File: config.mk
export PLATFORM = sky130hd
export DESIGN_NAME = fetch_unit
export DESIGN_NICKNAME = d
export VERILOG_FILES = /design/src/rtl/fetch_unit.sv
export SDC_FILE = /design/constraint.sdc
export NUM_CORES = 1
export LEC_CHECK = 0
export ABC_AREA = 1
export CAP_MARGIN = 5
export CORE_AREA = 2 2 91 93
export DETAILED_ROUTE_END_ITERATION = 10
export DIE_AREA = 0 0 93 95
export DONT_BUFFER_PORTS = 1
export GPL_ROUTABILITY_DRIVEN = 0
export HOLD_SLACK_MARGIN = 0.05
export PLACE_DENSITY_LB_ADDON = 0.3
export SYNTH_ARGS = -nofsm -noshare
export SYNTH_HDL_FRONTEND = slang
export SYNTH_SLANG_ARGS = --single-unit
File: constraint.sdc
create_clock -name clock -period 5.2 [get_ports clock]
set_input_delay 1.04 -clock clock [delete_from_list [all_inputs] [get_ports clock]]
set_output_delay 1.04 -clock clock [all_outputs]
set_load 0.03 [all_outputs]
File: src/rtl/fetch_unit.sv
// Instruction fetch stage: requests a word at pc, holds it for execute until retire,
// then selects the next pc and traps to the vector on a misaligned target.
module fetch_unit #(
  parameter logic [31:0] RESET_PC = 32'h0040_0000,
  parameter logic [31:0] NOP_INST = 32'h0000_0013
) (
  input  logic        clock,
  input  logic        reset,
  input  logic [1:0]  next_pc_select,
  input  logic [31:0] pc_plus_imm,
  input  logic [31:0] jalr_target,
  input  logic [31:0] trap_target,
  input  logic        retire,
  output logic        imem_req,
  output logic [31:0] imem_addr,
  input  logic        imem_ready,
  input  logic [31:0] imem_rdata,
  output logic [31:0] inst,
  output logic        inst_valid,
  output logic [31:0] pc,
  output logic        misaligned_fetch
);

  typedef enum logic [1:0] {
    S_REQ   = 2'd0,
    S_HOLD  = 2'd1,
    S_FAULT = 2'd2
  } state_e;

  state_e      state_q, state_d;
  logic [31:0] pc_q, pc_d;
  logic [31:0] inst_q, inst_d;
  logic        armed_q;
  logic [31:0] target;
  logic [31:0] trap_aligned;

  // armed_q keeps imem_req low during reset and until the first edge after release.
  always_ff @(posedge clock or posedge reset) begin
    if (reset) begin
      state_q <= S_REQ;
      pc_q    <= RESET_PC;
      inst_q  <= NOP_INST;
      armed_q <= 1'b0;
    end else begin
      state_q <= state_d;
      pc_q    <= pc_d;
      inst_q  <= inst_d;
      armed_q <= 1'b1;
    end
  end

  assign trap_aligned = trap_target & 32'hFFFF_FFFC;

  always_comb begin
    target = pc_q + 32'd4;
    case (next_pc_select)
      2'b00:   target = pc_q + 32'd4;
      2'b01:   target = pc_plus_imm;
      2'b10:   target = jalr_target & 32'hFFFF_FFFE;
      default: target = trap_aligned;
    endcase
  end

  always_comb begin
    state_d = state_q;
    pc_d    = pc_q;
    inst_d  = inst_q;
    case (state_q)
      S_REQ: begin
        if (imem_req && imem_ready) begin
          inst_d  = imem_rdata;
          state_d = S_HOLD;
        end
      end
      S_HOLD: begin
        if (retire) begin
          pc_d    = target;
          inst_d  = NOP_INST;
          state_d = (target[1:0] == 2'b00) ? S_REQ : S_FAULT;
        end
      end
      S_FAULT: begin
        pc_d    = trap_aligned;
        state_d = S_REQ;
      end
      default: state_d = S_REQ;
    endcase
  end

  assign imem_req         = armed_q && (state_q == S_REQ);
  assign imem_addr        = pc_q;
  assign pc               = pc_q;
  assign inst             = inst_q;
  assign inst_valid       = (state_q == S_HOLD);
  assign misaligned_fetch = (state_q == S_FAULT);

endmodule

# After elaboration in Yosys (flattened, before gate mapping)

Index checks and enable logic that the tools add are counted.

Reduce and logical (&&, ||, !) cells: 10
Muxes and demuxes: 10
Add/subtract/negate cells: 1
Equality and inequality tests: 6

Operators with widths:

| kind                    | count |
|---|---|
| $pmux W32 S2            | 2 |
| $mux W32                | 3 |
| $pmux W32 S3            | 1 |
| $add A32 B3 Y32 const B | 1 |
| $logic_not A2 Y1        | 3 |
| $mux W2                 | 3 |
| $eq A2 B1 Y1 const B    | 2 |
| $eq A2 B2 Y1 const B    | 2 |
| $ne A2 B2 Y1 const B    | 2 |
| $pmux W2 S2             | 1 |
| $reduce_and A2 Y1       | 2 |
| $reduce_bool A2 Y1      | 2 |
| $reduce_and A3 Y1       | 1 |
| $logic_and A1 B1 Y1     | 2 |

Register bits after elaboration: 67

# Depth between registers and ports, before layout

Gate-level depths: netlist (run 1).

Word-level depth: 6
Mapped depth: 11

# Worst setup path before layout (run 1)

No wires, ideal clock.

Path type: register to output
Start point: register state_q[1]
End point: output port imem_req
Data required time: 4,160 ps
Data arrival time: 909 ps
Cell stages (with the launch flop): 2
Path slack: 3,251 ps
Path through: dfrtp_1 nor3b_2

Longest elaborated chain between the ends: 2

RTL lines:

| item                     | line | RTL |
|---|---|---|
| start: declaration       | 30   | `state_e state_q, state_d;` |
| start signal: assignment | 45   | `state_q <= state_d;` |
| $logic_not A2 Y1         | 90   | `assign imem_req = armed_q && (state_q == S_REQ);` |
| $logic_and A1 B1 Y1      | 90   |  |
| end: declaration         | 14   | `output logic imem_req,` |

Every way passes these cells.

# Worst setup path after layout (run 1)

Start point: input port next_pc_select[0]
End point: register pc_q[4] (netlist: imem_addr[4])

Longest elaborated chain between the ends: 4
Elaborated cells on any way between the ends: 6
Classes of those cells: eq/ne: 2; mux: 3; reduce/logical: 1

RTL lines:

| item                                       | line | RTL |
|---|---|---|
| start: declaration                         | 9    | `input logic [1:0] next_pc_select,` |
| $eq A2 B2 Y1, or another cell as far along | 56   | `case (next_pc_select)` |
| $pmux W32 S3 *                             | 56   |  |
| $mux W32 *                                 | 76   | `if (retire) begin` |
| $pmux W32 S2 *                             | 68   | `case (state_q)` |
| end signal: assignment                     | 46   | `pc_q <= pc_d;` |
| end: declaration                           | 31   | `logic [31:0] pc_q, pc_d;` |

Every way passes the cells marked *; elsewhere a longest branch is shown, timed or not. The select of a mux whose other input is x is not followed.
A chain may end at the register's enable or synchronous reset.

==> metrics.cfg, run 1 <==
[synth]
ys_ff_latch = 67
ys_seq_area_share_pct = 37.75
synth_area_leader_cell = dfrtp_1
syn_area_mm2 = 0.004454
synth_warnings = 0
avgSynthCellArea_um2 = 7.082
syn_nets = 764
ys_types = 32
synth_area_leaders = dfrtp_1 (35%), nand2_1 (18%), nand3_1 (6.3%), a22o_1 (5.9%), buf_4 (5.4%)
synthCells = 629
synth_top_area_share_pct = 35.39

[worst_setup_path]
startpoint = next_pc_select[0]
crit_path_start_kind = primary input
slowest_delay_ps = 980
path_common_cell = nand2_1
path_max_fanout = 31
cp_slowest_cell = inv_1
worst_setup_path_end_kind = flip-flop
path_class = in2reg
required_ps = 5410
cp_top_family = buffers and inverters
cp.buffers_inverters = 1
cp.arrival_ps = 3180
r2r-start = state_q[1]$_DFFE_PP0P_
path_cells = nand2_1 -> nand2_1 -> inv_1 -> nand3_1 -> a31oi_1 -> o22ai_1

[global_route]
use_met3_pct = 6.544
top_usage_layer = met2
gr-total-overflow = 0
gr-usage-met2_pct = 49.76
grtUsageMet1_pct = 29.27
grt_pass1_vias = 3703
antenna_found_initial = 0
grt_first_pass_wirelength_um = 18390
grt_max_degree = 37
grtUsageTotal_pct = 26.84

[place]
hpwlAfterDp_um = 8999
place_area_mm2 = 0.004242
port_buffers = 0
place_ws_ps = 1884

[drt]
drt.antenna.violating_nets = 0
drtIter0Drc = 165
route.detailed.drc = 0
avgViaCountPerCell = 5.772
wl_per_cell_um = 17.30
drt_wl_total_um = 12040
firstDrtPassIters = 4
vias = 4017

[clock_tree]
cts_tree = yes
cts_resized = 0
cts.clk_slew.worst_paths_ps = 80
cts.root.buffer_cell = clkbuf_8
cts_max_path_buffers = 2
post-cts-setup-buffer-count = 0
insertion_delay_ps = 360
cts_made_buffers = 9
cts_sinks = 67
cts_hold_buf = 0
htreeDepth = 3

[timing]
rsz0062_at_grt = false
slew_headroom_pct = 30.93
hold_viol = 0
setup_viol = 0
period_minus_slack_ps = 2973
period_share_pct = 57.17
slew_viol_final = 0
finClkSkew_ps = 14.75
tns_ps = 0
fin_ws_ps = 2227
hold_ws_ps = 580.3
max_freq_ghz = 0.3364
tightest_slew_ps = 1033

[floorplan]
rows = 33
io_pins = 233
die_w_um = 93
initial_utilization_pct = 56.19
fp.coreArea_mm2 = 0.007928
die_area_mm2 = 0.008835
die_y_um = 95

[job]
drv_cap = 0

[power_and_ir_drop]
power.density_mw_per_mm2 = 522.2
p_leak_nw = 2.164
peakVddDrop_v = 0.0002310

[layout]
drive_above_1_share_pct = 7.953
final_net_count = 721
fin_area_mm2 = 0.004427
fillCellCount = 767
final_core_util_pct = 55.84
syn2layout_area_growth_pct = -0.6179
diodes = 0

[hold_path]
hp-start = state_q[1]$_DFFE_PP0P_
hold_class = reg2reg

[status]
status = completed

[kinds of logic (layout without fill, tap and decap cells)]
group | Yosys count | after routing | share of synthesized area (%)
other | 1 | 1 | 0.08419
adders and majority gates | 1 | 1 | 0.2809
DFF | 67 | 67 | 37.75
buffers and inverters | 119 | 81 | 13.71
AOI/OAI and AO/OA | 105 | 105 | 16.54
and+or+nand+nor | 336 | 336 | 31.63
[layout make-up]
class	instances	area (um2)	area share [%]
multi-input cells	443	2170	49.01
flip-flops and latches	67	1682	37.99
inverters	61	229.0	5.172
clock buffers	10	137.6	3.109
well taps	105	131.4	2.968
clock inverters	6	47.55	1.074
repair buffers	4	30.03	0.6783
[metrics by stage]
stage | std cells | total power [mW]
final | 696 | 2.311
after global routing | 696 | 2.454
after CTS | 696 | 2.324
after detailed placement | 680 | 1.923
after global placement | 680 | 1.900
after floorplan | 629 | 1.905
[where the power goes]
part	switching, mW	total (mW)	internal (mW)
sequential	0.780	1.45	0.667
combinational	0.277	0.462	0.185
clock	0.213	0.402	0.189
total	1.27	2.31	1.04
[cell usage in the layout (no fill, tap or decap)]
cell type,instances
nor2_2,7
inv_1,58
o21ai_0,27
a31oi_1,3
o22a_1,1
nor3b_2,1
o22ai_1,4
o31ai_1,1
nand4_1,3
clkinvlp_4,4
inv_2,3
o21bai_1,6
a221oi_1,17
ha_1,1
o21ai_1,2
nand2_2,8
clkbuf_8,10
a22o_1,30
nand3_1,56
nor2_4,3
inv_6,2
o211ai_1,2
conb_1,1
nor2_1,44
nand2_1,211
dfstp_2,4
a21oi_1,12
nand3b_1,1
or2_2,1
and2_1,1
dfrtp_1,63
buf_4,4
[sequential cells by signal (all words and copies together), names as in the netlist]
register and count:
state_q 2, imem_addr 32, armed_q 1, inst 32
[routing by layer]
layer | share of wire (%) | wire length, um
met5 | 0 | 0
met4 | 1.7 | 206
met3 | 8.2 | 992
met2 | 52 | 6208
met1 | 38 | 4634
[cell usage after synthesis]
library cell,count
o31ai_1,1
nand2_2,8
conb_1,1
o21ai_0,27
a31oi_1,3
buf_4,32
and2_1,1
o21bai_1,6
or2_2,1
a22o_1,30
inv_2,2
o211ai_1,2
buf_6,3
ha_1,1
nand4_1,3
clkbuf_1,6
nand2_1,211
buf_2,17
dfstp_2,4
a221oi_1,17
o21ai_1,2
nor3b_2,1
o22a_1,1
nand3b_1,1
nor2_1,47
nand3_1,56
nor2_2,4
inv_1,59
dfrtp_1,63
a21oi_1,12
nor2_4,3
o22ai_1,4
[worst reg2reg max path, stage by stage (launching register included)]
cell	delay, ps
dfrtp_1	430
nand2_2	120
nand2_1	580
inv_1	980
nand3_1	240
a31oi_1	210
o22ai_1	90
[worst paths after layout]
check	endpoint	slack (ps)	cells after the start
max	imem_addr[4]$_DFFE_PP0P_	2230	6
min	state_q[0]$_DFFE_PP0P_	580	1
max reg2reg	imem_addr[4]$_DFFE_PP0P_	2400	6
min reg2reg	state_q[0]$_DFFE_PP0P_	580	1
max in group asynchronous	imem_addr[22]$_DFFE_PP1P_	3600	2
min in group asynchronous	inst[3]$_DFFE_PP0P_	650	1
Power figures use the tool's default switching activity.
==> inputs of run 2 (changes only) <==
--- a/config.mk
+++ b/config.mk
@@ -7,9 +7,8 @@
 export LEC_CHECK = 0
 export ABC_AREA = 1
 export CAP_MARGIN = 5
-export CORE_AREA = 2 2 91 93
+export CORE_UTILIZATION = 58
 export DETAILED_ROUTE_END_ITERATION = 10
-export DIE_AREA = 0 0 93 95
 export DONT_BUFFER_PORTS = 1
 export GPL_ROUTABILITY_DRIVEN = 0
 export HOLD_SLACK_MARGIN = 0.05
==> constraint.sdc (replaced) <==
create_clock -name clock -period 2.63 [get_ports clock]
set_input_delay 0.526 -clock clock [delete_from_list [all_inputs] [get_ports clock]]
set_output_delay 0.526 -clock clock [all_outputs]
set_load 0.03 [all_outputs]
==> metrics.cfg, run 2 (synthesized netlist as in run 1, its figures left out) <==
[status]
status = completed

[worst_setup_path]
worst_setup_path_end_kind = flip-flop
path_class = reg2reg
crit_path_start_kind = flip-flop
r2r-start = state_q[1]$_DFFE_PP0P_
setup.worst_path.end = imem_addr[2]$_DFFE_PP0P_
startpoint = state_q[1]$_DFFE_PP0P_
rr_endpoint = imem_addr[2]$_DFFE_PP0P_
cp.arrival_ps = 2470
path_max_fanout = 27
rrSetupSlack_ps = 420
required_ps = 2900
rr_worst_depth = 7

[floorplan]
die_y_um = 89.64
rows = 31
die_area_mm2 = 0.008034
fp.coreArea_mm2 = 0.007331
die_w_um = 89.64
io_pins = 233
initial_utilization_pct = 60.76

[layout]
mostFrequentLayoutCells = nand2_1 (211), dfrtp_1 (63), inv_1 (58), nand3_1 (56), nor2_1 (44)
fin_area_mm2 = 0.004705
drive_above_1_share_pct = 13.24
multi_input_area_mm2 = 0.002170
final_common_cell = nand2_1
diodes = 0
syn2layout_area_growth_pct = 5.618
final_net_count = 757
seqCellArea_mm2 = 0.001682
fillCellCount = 679

[timing]
rsz0062_at_grt = false
setup_viol = 0
period_share_pct = 83.93
slew_headroom_pct = 50.04
finClkSkew_ps = 11.78
max_freq_ghz = 0.4531
slew_viol_final = 0
tns_ps = 0
period_minus_slack_ps = 2207
tightest_slew_ps = 748.3
hold_viol = 0

[place]
place_area_mm2 = 0.004504
hpwlAfterDp_um = 9513
port_buffers = 0

[global_route]
grt_first_pass_wirelength_um = 18960
grtUsageTotal_pct = 31.58
antenna_found_initial = 0
gr-total-overflow = 0
grt_max_degree = 36
grt_pass1_vias = 3938

[drt]
firstDrtPassIters = 5
avgViaCountPerCell = 5.850
wl_per_cell_um = 17.26
route.detailed.drc = 0
drt.antenna.violating_nets = 0
drt_wl_total_um = 12530
drtIter0Drc = 205
vias = 4247

[clock_tree]
cts.root.buffer_cell = clkbuf_8
cts.clk_slew.worst_paths_ps = 80
cts_sinks = 67
htreeDepth = 3
insertion_delay_ps = 350
post-cts-setup-buffer-count = 0
cts_tree = yes
cts_max_path_buffers = 2
cts_hold_buf = 0
cts_made_buffers = 9
cts_resized = 0

[power_and_ir_drop]
p_leak_nw = 2.360
peakVddDrop_v = 0.0004038
power.density_mw_per_mm2 = 1056

[hold_path]
hold_class = in2async

[job]
drv_cap = 0

==> run 2: cell count changes in the layout (fill, tap and decap cells not counted) <==
cell,change
buf_4,+36
clkinvlp_4,-2
bufinv_16,+1
clkbuf_8,-1
clkinv_2,+1
clkinv_4,+1
==> run 2: cell type report <==
| type | instances | share of cell area (%) |
|---|---|---|
| flip-flops and latches | 67 | 35.74 |
| multi-input cells | 443 | 46.12 |
| clock inverters | 7 | 1.622 |
| clock buffers | 9 | 2.633 |
| inverters | 61 | 4.867 |
| repair buffers | 40 | 6.383 |
| well taps | 99 | 2.633 |
==> run 2: how the worst min path moves through the flow <==
stage,start,to,cells after the start
after detailed placement,inst[1]$_DFFE_PP1P_,inst[1]$_DFFE_PP1P_,2
after CTS,reset,imem_addr[1]$_DFFE_PP0P_,1
final,reset,imem_addr[1]$_DFFE_PP0P_,1
after floorplan,state_q[1]$_DFFE_PP0P_,state_q[0]$_DFFE_PP0P_,1
after global routing,reset,inst[7]$_DFFE_PP0P_,1
after global placement,state_q[1]$_DFFE_PP0P_,state_q[0]$_DFFE_PP0P_,1
==> run 2: power by group <==
part           switching [mW]  leakage [nW]  internal (mW)
clock                   0.438        0.0962          0.444
combinational            1.60          1.42          0.601
sequential              0.547         0.845           1.34
total                    2.58          2.36           2.39
==> run 2: metrics by stage <==
stage | util (%) | power, mW | hold WS (ps) | std cells | setup WS [ps]
2_1_floorplan | - | 3.766 | 524.9 | 629 | 427.5
3_3_place_gp | 61.44 | 4.045 | 541.3 | 710 | 527.7
3_5_place_dp | 61.44 | 4.095 | 571.8 | 710 | 464.9
4_1_cts | 64.17 | 4.980 | 192.7 | 726 | 446.1
5_1_grt | 64.17 | 5.269 | 237.0 | 726 | 292.8
6_report | 64.17 | 4.969 | 177.2 | 726 | 422.8
==> run 2: layer usage <==
layer | GRT usage, % | share of wire (%)
met1 | 34.60 | 37
met2 | 56.61 | 51
met3 | 6.581 | 9.0
met4 | 18.04 | 2.6
met5 | 0 | 0
==> run 2: worst max-delay path, cell delays in order, from the launching register on <==
cell and delay [ps]:
dfrtp_1 440, nor2_2 370, nand2_2 190, nand2_2 380, inv_2 330, a31oi_1 230
o21ai_1 80, o21ai_0 80
==> inputs of run 3 (changes only) <==
==> constraint.sdc (replaced) <==
create_clock -name clock -period 1.9 [get_ports clock]
set_input_delay 0.38 -clock clock [delete_from_list [all_inputs] [get_ports clock]]
set_output_delay 0.38 -clock clock [all_outputs]
set_load 0.03 [all_outputs]
==> metrics.cfg, run 3 (synthesized netlist as in run 1, its figures left out) <==
[global_route]
grtUsageTotal_pct = 31.62
gr-total-overflow = 0
grt_pass1_vias = 3891
antenna_found_initial = 0
grt_first_pass_wirelength_um = 19150
grt_max_degree = 68

[timing]
setup_viol = 0
hold_ws_ps = 131.2
period_share_pct = 89.04
max_freq_ghz = 0.5911
period_minus_slack_ps = 1692
tns_ps = 0
hold_viol = 0
fin_ws_ps = 208.2
finClkSkew_ps = 10.93
tightest_slew_ps = 612.6
slew_viol_final = 0
slew_headroom_pct = 59.16
rsz0062_at_grt = false

[floorplan]
fp.coreArea_mm2 = 0.007331
rows = 31
die_y_um = 89.64
initial_utilization_pct = 60.76
io_pins = 233
die_area_mm2 = 0.008034
die_w_um = 89.64

[clock_tree]
cts_tree = yes
cts.clk_slew.worst_paths_ps = 80
cts.root.buffer_cell = clkbuf_8
cts_max_path_buffers = 2
cts_resized = 0
htreeDepth = 3
cts_made_buffers = 9
insertion_delay_ps = 340
cts_sinks = 67

[worst_setup_path]
crit_path_start_kind = flip-flop
path_max_fanout = 16
worst_setup_path_end_kind = flip-flop
path_class = reg2reg
rr_worst_depth = 8
cp.arrival_ps = 1970
slowest_delay_ps = 400
cp_slowest_cell = dfrtp_1
required_ps = 2170
path_cells = inv_1 -> nor2_2 -> nand2_2 -> nand2_2 -> inv_2 -> buf_4 -> nand2_1 -> nand2_1

[place]
place_inst = 717
place_area_mm2 = 0.004573
place_ws_ps = 241.5
hpwlAfterDp_um = 9845
port_buffers = 0

[hold_path]
min_path_cells = 1
hold_class = in2reg

[drt]
wl_per_cell_um = 17.15
vias = 4184
route.detailed.drc = 0
drt.antenna.violating_nets = 0
avgViaCountPerCell = 5.700
drtIter0Drc = 201
drt_wl_total_um = 12590
firstDrtPassIters = 5

[status]
status = completed

[layout]
fin_cells = 734
final_net_count = 765
final_common_cell = nand2_1
syn2layout_area_growth_pct = 6.517
fin_area_mm2 = 0.004745
final_core_util_pct = 64.72
mostFrequentLayoutCells = nand2_1 (211), dfrtp_1 (63), inv_1 (58), nand3_1 (56), buf_4 (46)
fillCellCount = 666
diodes = 0
drive_above_1_share_pct = 13.86

[job]
drv_cap = 0

[power_and_ir_drop]
power.density_mw_per_mm2 = 1419
fin_total_pwr_mw = 6.731
p_leak_nw = 2.383
peakVddDrop_v = 0.0005325

## run 3: per-layer routing
metal	track usage (%)	part of all wire (%)	up-vias
li1	-	-	2032
met1	37.77	40	1929
met2	56.96	51	204
met3	5.027	6.7	19
met4	12.12	1.9	0
met5	0	0	-
## run 3: path summary, 6_finish.rpt
| kind | from | endpoint | slack, ps |
|---|---|---|---|
| worst max-delay path | state_q[0]$_DFFE_PP0P_ | imem_addr[17]$_DFFE_PP0P_ | 210 |
| worst min-delay path | retire | state_q[0]$_DFFE_PP0P_ | 130 |
| worst max register to register | state_q[0]$_DFFE_PP0P_ | imem_addr[17]$_DFFE_PP0P_ | 210 |
| worst min register to register | imem_addr[31]$_DFFE_PP0P_ | imem_addr[31]$_DFFE_PP0P_ | 550 |
| max in group asynchronous | reset | inst[4]$_DFFE_PP1P_ | 960 |
| min in group asynchronous | reset | inst[29]$_DFFE_PP0P_ | 610 |
## run 3: report_power, final
| group | switching [mW] | internal (mW) | leakage [nW] |
|---|---|---|---|
| registers | 0.741 | 1.86 | 0.845 |
| logic | 2.26 | 0.866 | 1.46 |
| clock network | 0.538 | 0.467 | 0.0791 |
## run 3: cell type report
cell class,instances,area (um2),share of cell area [%]
Inverter,61,232.7,4.905
Clock inverter,5,30.03,0.6329
Tap cell,99,123.9,2.611
Clock buffer,11,131.4,2.769
Sequential cell,67,1682,35.44
Timing Repair Buffer,48,375.4,7.911
Multi-Input combinational cell,443,2170,45.73
## run 3: critical path: cells and delay by family, from the launching register on
kind          cells  cell delay, ps
flops             1             400
buf+inv           3             670
simple gates      5             540
## run 3: what timing repair did
item                                   in CTS  in global routing
endpoints found under the hold margin      63                  0
hold buffers                                1                  0
setup buffers                               0                  0
==> RTL change 1 (config.mk and constraints of run 3) <==
Register the input `jalr_target` before use. The logic sees it one clock later. The other inputs are not delayed to match.
--- a/src/rtl/fetch_unit.sv
+++ b/src/rtl/fetch_unit.sv
@@ -27,4 +27,10 @@
     S_FAULT = 2'd2
   } state_e;
+
+  logic [31:0] jalr_target_q;
+
+  always_ff @(posedge clock) begin
+    jalr_target_q <= jalr_target;
+  end
 
   state_e      state_q, state_d;
@@ -57,5 +63,5 @@
       2'b00:   target = pc_q + 32'd4;
       2'b01:   target = pc_plus_imm;
-      2'b10:   target = jalr_target & 32'hFFFF_FFFE;
+      2'b10:   target = jalr_target_q & 32'hFFFF_FFFE;
       default: target = trap_aligned;
     endcase
Formal check against the unedited RTL: not equivalent (Yosys sat finds a counterexample within 4 cycles, from zero or initial values and one cycle with reset high).
==> RTL change 1 against run 3 <==
- worst hold slack got worse by 0.057 ns
- maximum frequency decreased by 3.3%
- cell area up 23%
- utilization rose by 4.8 points
- area after synthesis up 15%
- worst setup slack worse by 0.059 ns
- sequential power increased by 24%
- sequential cell count grew 31
- power grew 19%
- routed wire length rose by 12%
==> RTL change 1: results (changes against run 3) <==
The run finished with clean final reports. The number of nets in the layout came to 822 (+7.5%). The cell depth of the worst min-delay path is 1 (unchanged).

The fraction of layout instances using a drive strength above 1 was 13.7% (-0.13 points). The worst clock skew was 0.0119 ns (+0.000946 ns). The adder-cell share of the synthesized area is 0.244% (-0.037 points). The number of cell instances on the worst register-to-register path is 10 (+2). The data arrival time of the critical path is 2.02 ns (+0.05 ns). The via count of the first global-routing pass came out at 4,534 (+17%). The overall global routing resource usage came out at 32.1% (+0.51 points). The number of iterations in the first detailed-routing pass was 5 (unchanged). The port buffer count came out at 0 (unchanged). The cell count after placement came out at 749 (+4.5%). The first-pass GRT wire length is 22,300 um (+17%).

The sequential share of the synthesized area is 45.0% (+7.2 points). The pin slew with the least headroom to its limit is 0.619 ns (+0.00619 ns). The post-route fraction of the period consumed by the critical path is 92.1% (+3.1 points).

The detailed placer's ending HPWL is 10,300 um (+4.7%). The average routed wire per standard cell is 17.7 um (+3.1%). The maximum resistive drop on vdd came out at 0.695 mV (+31%). The capture point of the worst reg-to-reg path is imem_addr[25]$_DFFE_PP0P_. The number of unique standard cell types used by synthesis was 34 (+6.3%). By count the netlist is led by nand2_1, dfrtp_1, inv_1, nand3_1, nor2_1. The maximum count of clock buffers along a single path is 2 (unchanged).

The layout filler cell count came out at 722 (+8.4%). By area the synthesized netlist is led by dfrtp_1, nand2_1, dfxtp_1. The average via count per standard cell came to 5.84 (+2.4%). The leakage power total came out at 0.00283 uW (+19%). The worst reg2reg path startpoint is imem_addr[2]$_DFFE_PP0P_. The synthesized netlist net count came to 788 (+3.1%). The number of synthesis warnings is 0 (unchanged). The total number of vias came to 4,653 (+11%).

The tightest min-delay check is of the primary input to register type. The post-place setup slack was 0.210 ns (-0.0319 ns). The clock transition at the registers of the reported paths came out at 0.10 ns (+0.02 ns). The fraction of the mapped netlist area in compound gates is 16.0% (-0.56 points). The instance count of the mapped netlist was 653 (+3.8%).

The largest fanout of any net on the critical path is 6 (-10). The fraction of registers with async set or reset after synthesis is 68.4% (-32 points). The register-to-register path setup slack came out at 0.15 ns (-0.06 ns). The pin count of the biggest net entering global routing was 35 (-49%). The initial DRC count came to 228 (+13%).

The clock latency at the later pin of the worst-skew pair was 0.38 ns (+0.04 ns). The number of maximum-capacitance constraint violations was 0 (unchanged). The tree is rooted in a clkbuf_8.

The xor and xnor fraction of the mapped netlist area is 0% (unchanged). The level count of the clock H-tree is 3 (unchanged).
[RTL change 1: worst max-delay path: stages, from the launching register on]
cell	delay, ns
dfrtp_1	0.37
buf_4	0.25
inv_1	0.14
nor2_4	0.21
nand2_1	0.17
inv_1	0.15
nand3_1	0.09
nand3_1	0.10
nand2_1	0.06
nand2_1	0.06
nand2_1	0.05
[RTL change 1: area by class of cell]
type	count	area (um^2)	area share, %
clock inverter	7	128	2.19
inverter	64	244	4.19
tap	105	131	2.26
multi-input combinational	433	2180	37.5
clock buffer	9	124	2.13
timing repair buffer	81	713	12.2
sequential	98	2300	39.5
[RTL change 1: logic make-up after synthesis]
group,Yosys count
and+or+nand+nor,318
buffers and inverters,122
AOI/OAI and AO/OA,113
DFF,98
adders and majority gates,1
other,1
[RTL change 1: through the flow]
stage	instance area [um^2]	utilization, %	hold slack (ns)
3_5_place_dp	5250	62.7	0.268
3_3_place_gp	5250	62.7	0.261
6_report	5820	69.5	0.0741
4_1_cts	5820	69.5	0.0667
5_1_grt	5820	69.5	0.0645
2_1_floorplan	5120	-	0.408
[RTL change 1: how the worst min path moves through the flow]
stage                                end  slack, ns
2_1_floorplan  jalr_target_q[10]$_DFF_P_       0.41
3_5_place_dp        inst[17]$_DFFE_PP0P_       0.27
3_3_place_gp        inst[17]$_DFFE_PP0P_       0.26
5_1_grt           state_q[0]$_DFFE_PP0P_       0.06
6_report          state_q[0]$_DFFE_PP0P_       0.07
4_1_cts           state_q[0]$_DFFE_PP0P_       0.07
[RTL change 1: layer usage]
metal	routed length (um)	up-vias	track usage, %
met2	6590	266	53.6
met1	5830	2174	39.9
met4	346	0	11.6
met3	1330	33	8.77
li1	-	2180	-
met5	0	-	0
[RTL change 1: where the power goes]
part / leakage (uW) / switching, uW / internal, uW
Combinational: 0.00160 / 2210 / 893
Sequential: 0.00111 / 701 / 2520
Clock: 0.000127 / 789 / 898
[RTL change 1: what timing repair did]
action / in CTS / in global routing
buffers inserted: 0 / 0
hold endpoints to repair: 45 / 0
hold buffers: 32 / 0
==> RTL change 2 (settings of run 3) <==
Made on the original files. `NOP_INST`: 32'h0000_0013 -> 32'h0000000E.
--- a/src/rtl/fetch_unit.sv
+++ b/src/rtl/fetch_unit.sv
@@ -3,5 +3,5 @@
 module fetch_unit #(
   parameter logic [31:0] RESET_PC = 32'h0040_0000,
-  parameter logic [31:0] NOP_INST = 32'h0000_0013
+  parameter logic [31:0] NOP_INST = 32'h0000000E
 ) (
   input  logic        clock,
Check against the original RTL: not equivalent (Yosys sat finds a counterexample within 4 cycles, from zero or initial values and one cycle with reset high).
==> RTL change 2 against run 3 <==
- area after synthesis is 0.25% higher
- routed wire length up 0.41%
- cell area grew 1.4%
- global-route usage grew 0.56 points
- power up 1.8%
- via count is 1.7% higher
- worst setup slack lost 0.040 ns
- sequential cell count unchanged
- count of clock-buffer cells in the layout is 1 lower
- clock power grew 11%
- critical path type unchanged
- largest power group unchanged
==> RTL change 2: results (changes against run 3) <==
The sum of routed wire length over all layers came out at 12,600 um (+0.41%). The number of non-clock buffers in the layout is 51 (+6.3%). The largest fanout of any net on the critical path came out at 5 (-11). The layout buffering overhead excluding clock cells came out at 8.53% (+0.62 points). The average cell area after synthesis is 7.17 um^2 (+1.2%). The wire length on met2 came out at 6280 um (-2.3%). The fraction of standard cell area in multi-input logic came out at 45.2% (-0.53 points). The synthesized netlist net count came out at 758 (-0.79%). The maximum resistive drop on vdd came out at 0.710 mV (+33%).

The total number of vias is 4,256 (+1.7%). The leakage power total is 0.00238 uW (-0.21%). The family of cells with the greatest summed delay on the critical path is simple AND/OR/NAND/NOR gates. The worst clock skew is 0.0148 ns (+0.00383 ns). The routing usage on met2 is 57.7% (+0.74 points). The sequential share of the synthesized area is 37.7% (-0.095 points). The cell count after placement is 714 (-0.42%). The total met3 wirelength after detailed routing is 943 um (+12%). The worst-case headroom to the max-slew limit is 62.4% (+3.2 points). The total power density per cell area came out at 1430 nW/um^2 (+0.44%). The number of cell instances on the worst register-to-register path is 9 (+1). Yosys attributes the largest share of cell area to dfrtp_1, nand2_1, nand3_1. The initial DRC count came out at 209 (+4.0%).

The non-filler instance count after layout is 731 (-0.41%). The fraction of synthesized cell area taken by the top area cell type is 35.3% (-0.089 points). The number of nets in the layout was 762 (-0.39%). The run finished with clean final reports. The area taken by flip-flops and latches is 1680 um^2 (about the same). Counting instances in the post-synthesis netlist gives the leading cell types as nand2_1, dfrtp_1, inv_1, nand3_1, nor2_1.

The overall global routing resource usage came out at 32.2% (+0.56 points). The via count of the first global-routing pass is 4,307 (+11%). The slowest cell on the critical path is dfrtp_2.

The number of combinational gates with multiple inputs was 437 (-1.4%). The met3 capacity usage during global routing was 8.04% (+3.0 points). The endpoint identified for the worst register-to-register timing path is imem_addr[8]$_DFFE_PP0P_. The first-pass GRT wire length is 20,700 um (+8.1%).
RTL change 2: changes by cell type in the layout (fill, tap and decap cells not counted), moves of 2 or more:
cell	run 3	this run
buf_4	46	48
o211ai_1	2	5
inv_6	0	2
clkbuf_1	2	0
nand2_2	8	5
o21ai_0	27	32
nand2_1	211	206
clkinv_2	3	0
nand3_1	56	53
a221oi_2	0	4
a221oi_1	17	13
RTL change 2: logic make-up (layout without fill, tap and decap cells):
family / Yosys count / after routing / synth area share [%]
AOI/OAI and AO/OA: 112 / 112 / 18.0
DFF: 67 / 67 / 37.7
buffers and inverters: 119 / 128 / 13.9
adders and majority gates: 1 / 1 / 0.280
other: 1 / 1 / 0.0840
and+or+nand+nor: 323 / 323 / 30.1
RTL change 2: worst max-delay path by stage:
stage / from / to / slack [ns] / cells past startpoint
2_1_floorplan: imem_addr[2]$_DFFE_PP0P_ / imem_addr[26]$_DFFE_PP0P_ / 0.11 / 10
3_3_place_gp: imem_addr[3]$_DFFE_PP0P_ / imem_addr[26]$_DFFE_PP0P_ / 0.19 / 10
3_5_place_dp: imem_addr[3]$_DFFE_PP0P_ / imem_addr[8]$_DFFE_PP0P_ / 0.14 / 9
4_1_cts: imem_addr[3]$_DFFE_PP0P_ / imem_addr[8]$_DFFE_PP0P_ / 0.13 / 9
5_1_grt: imem_addr[3]$_DFFE_PP0P_ / imem_addr[22]$_DFFE_PP1P_ / 0.01 / 11
6_report: imem_addr[3]$_DFFE_PP0P_ / imem_addr[8]$_DFFE_PP0P_ / 0.17 / 9
RTL change 2: report_power, final:
group	switching [uW]	leakage [uW]	total [uW]	internal, uW
Sequential	740	0.000844	2600	1860
Clock	602	0.0000855	1120	520
Combinational	2250	0.00145	3140	883
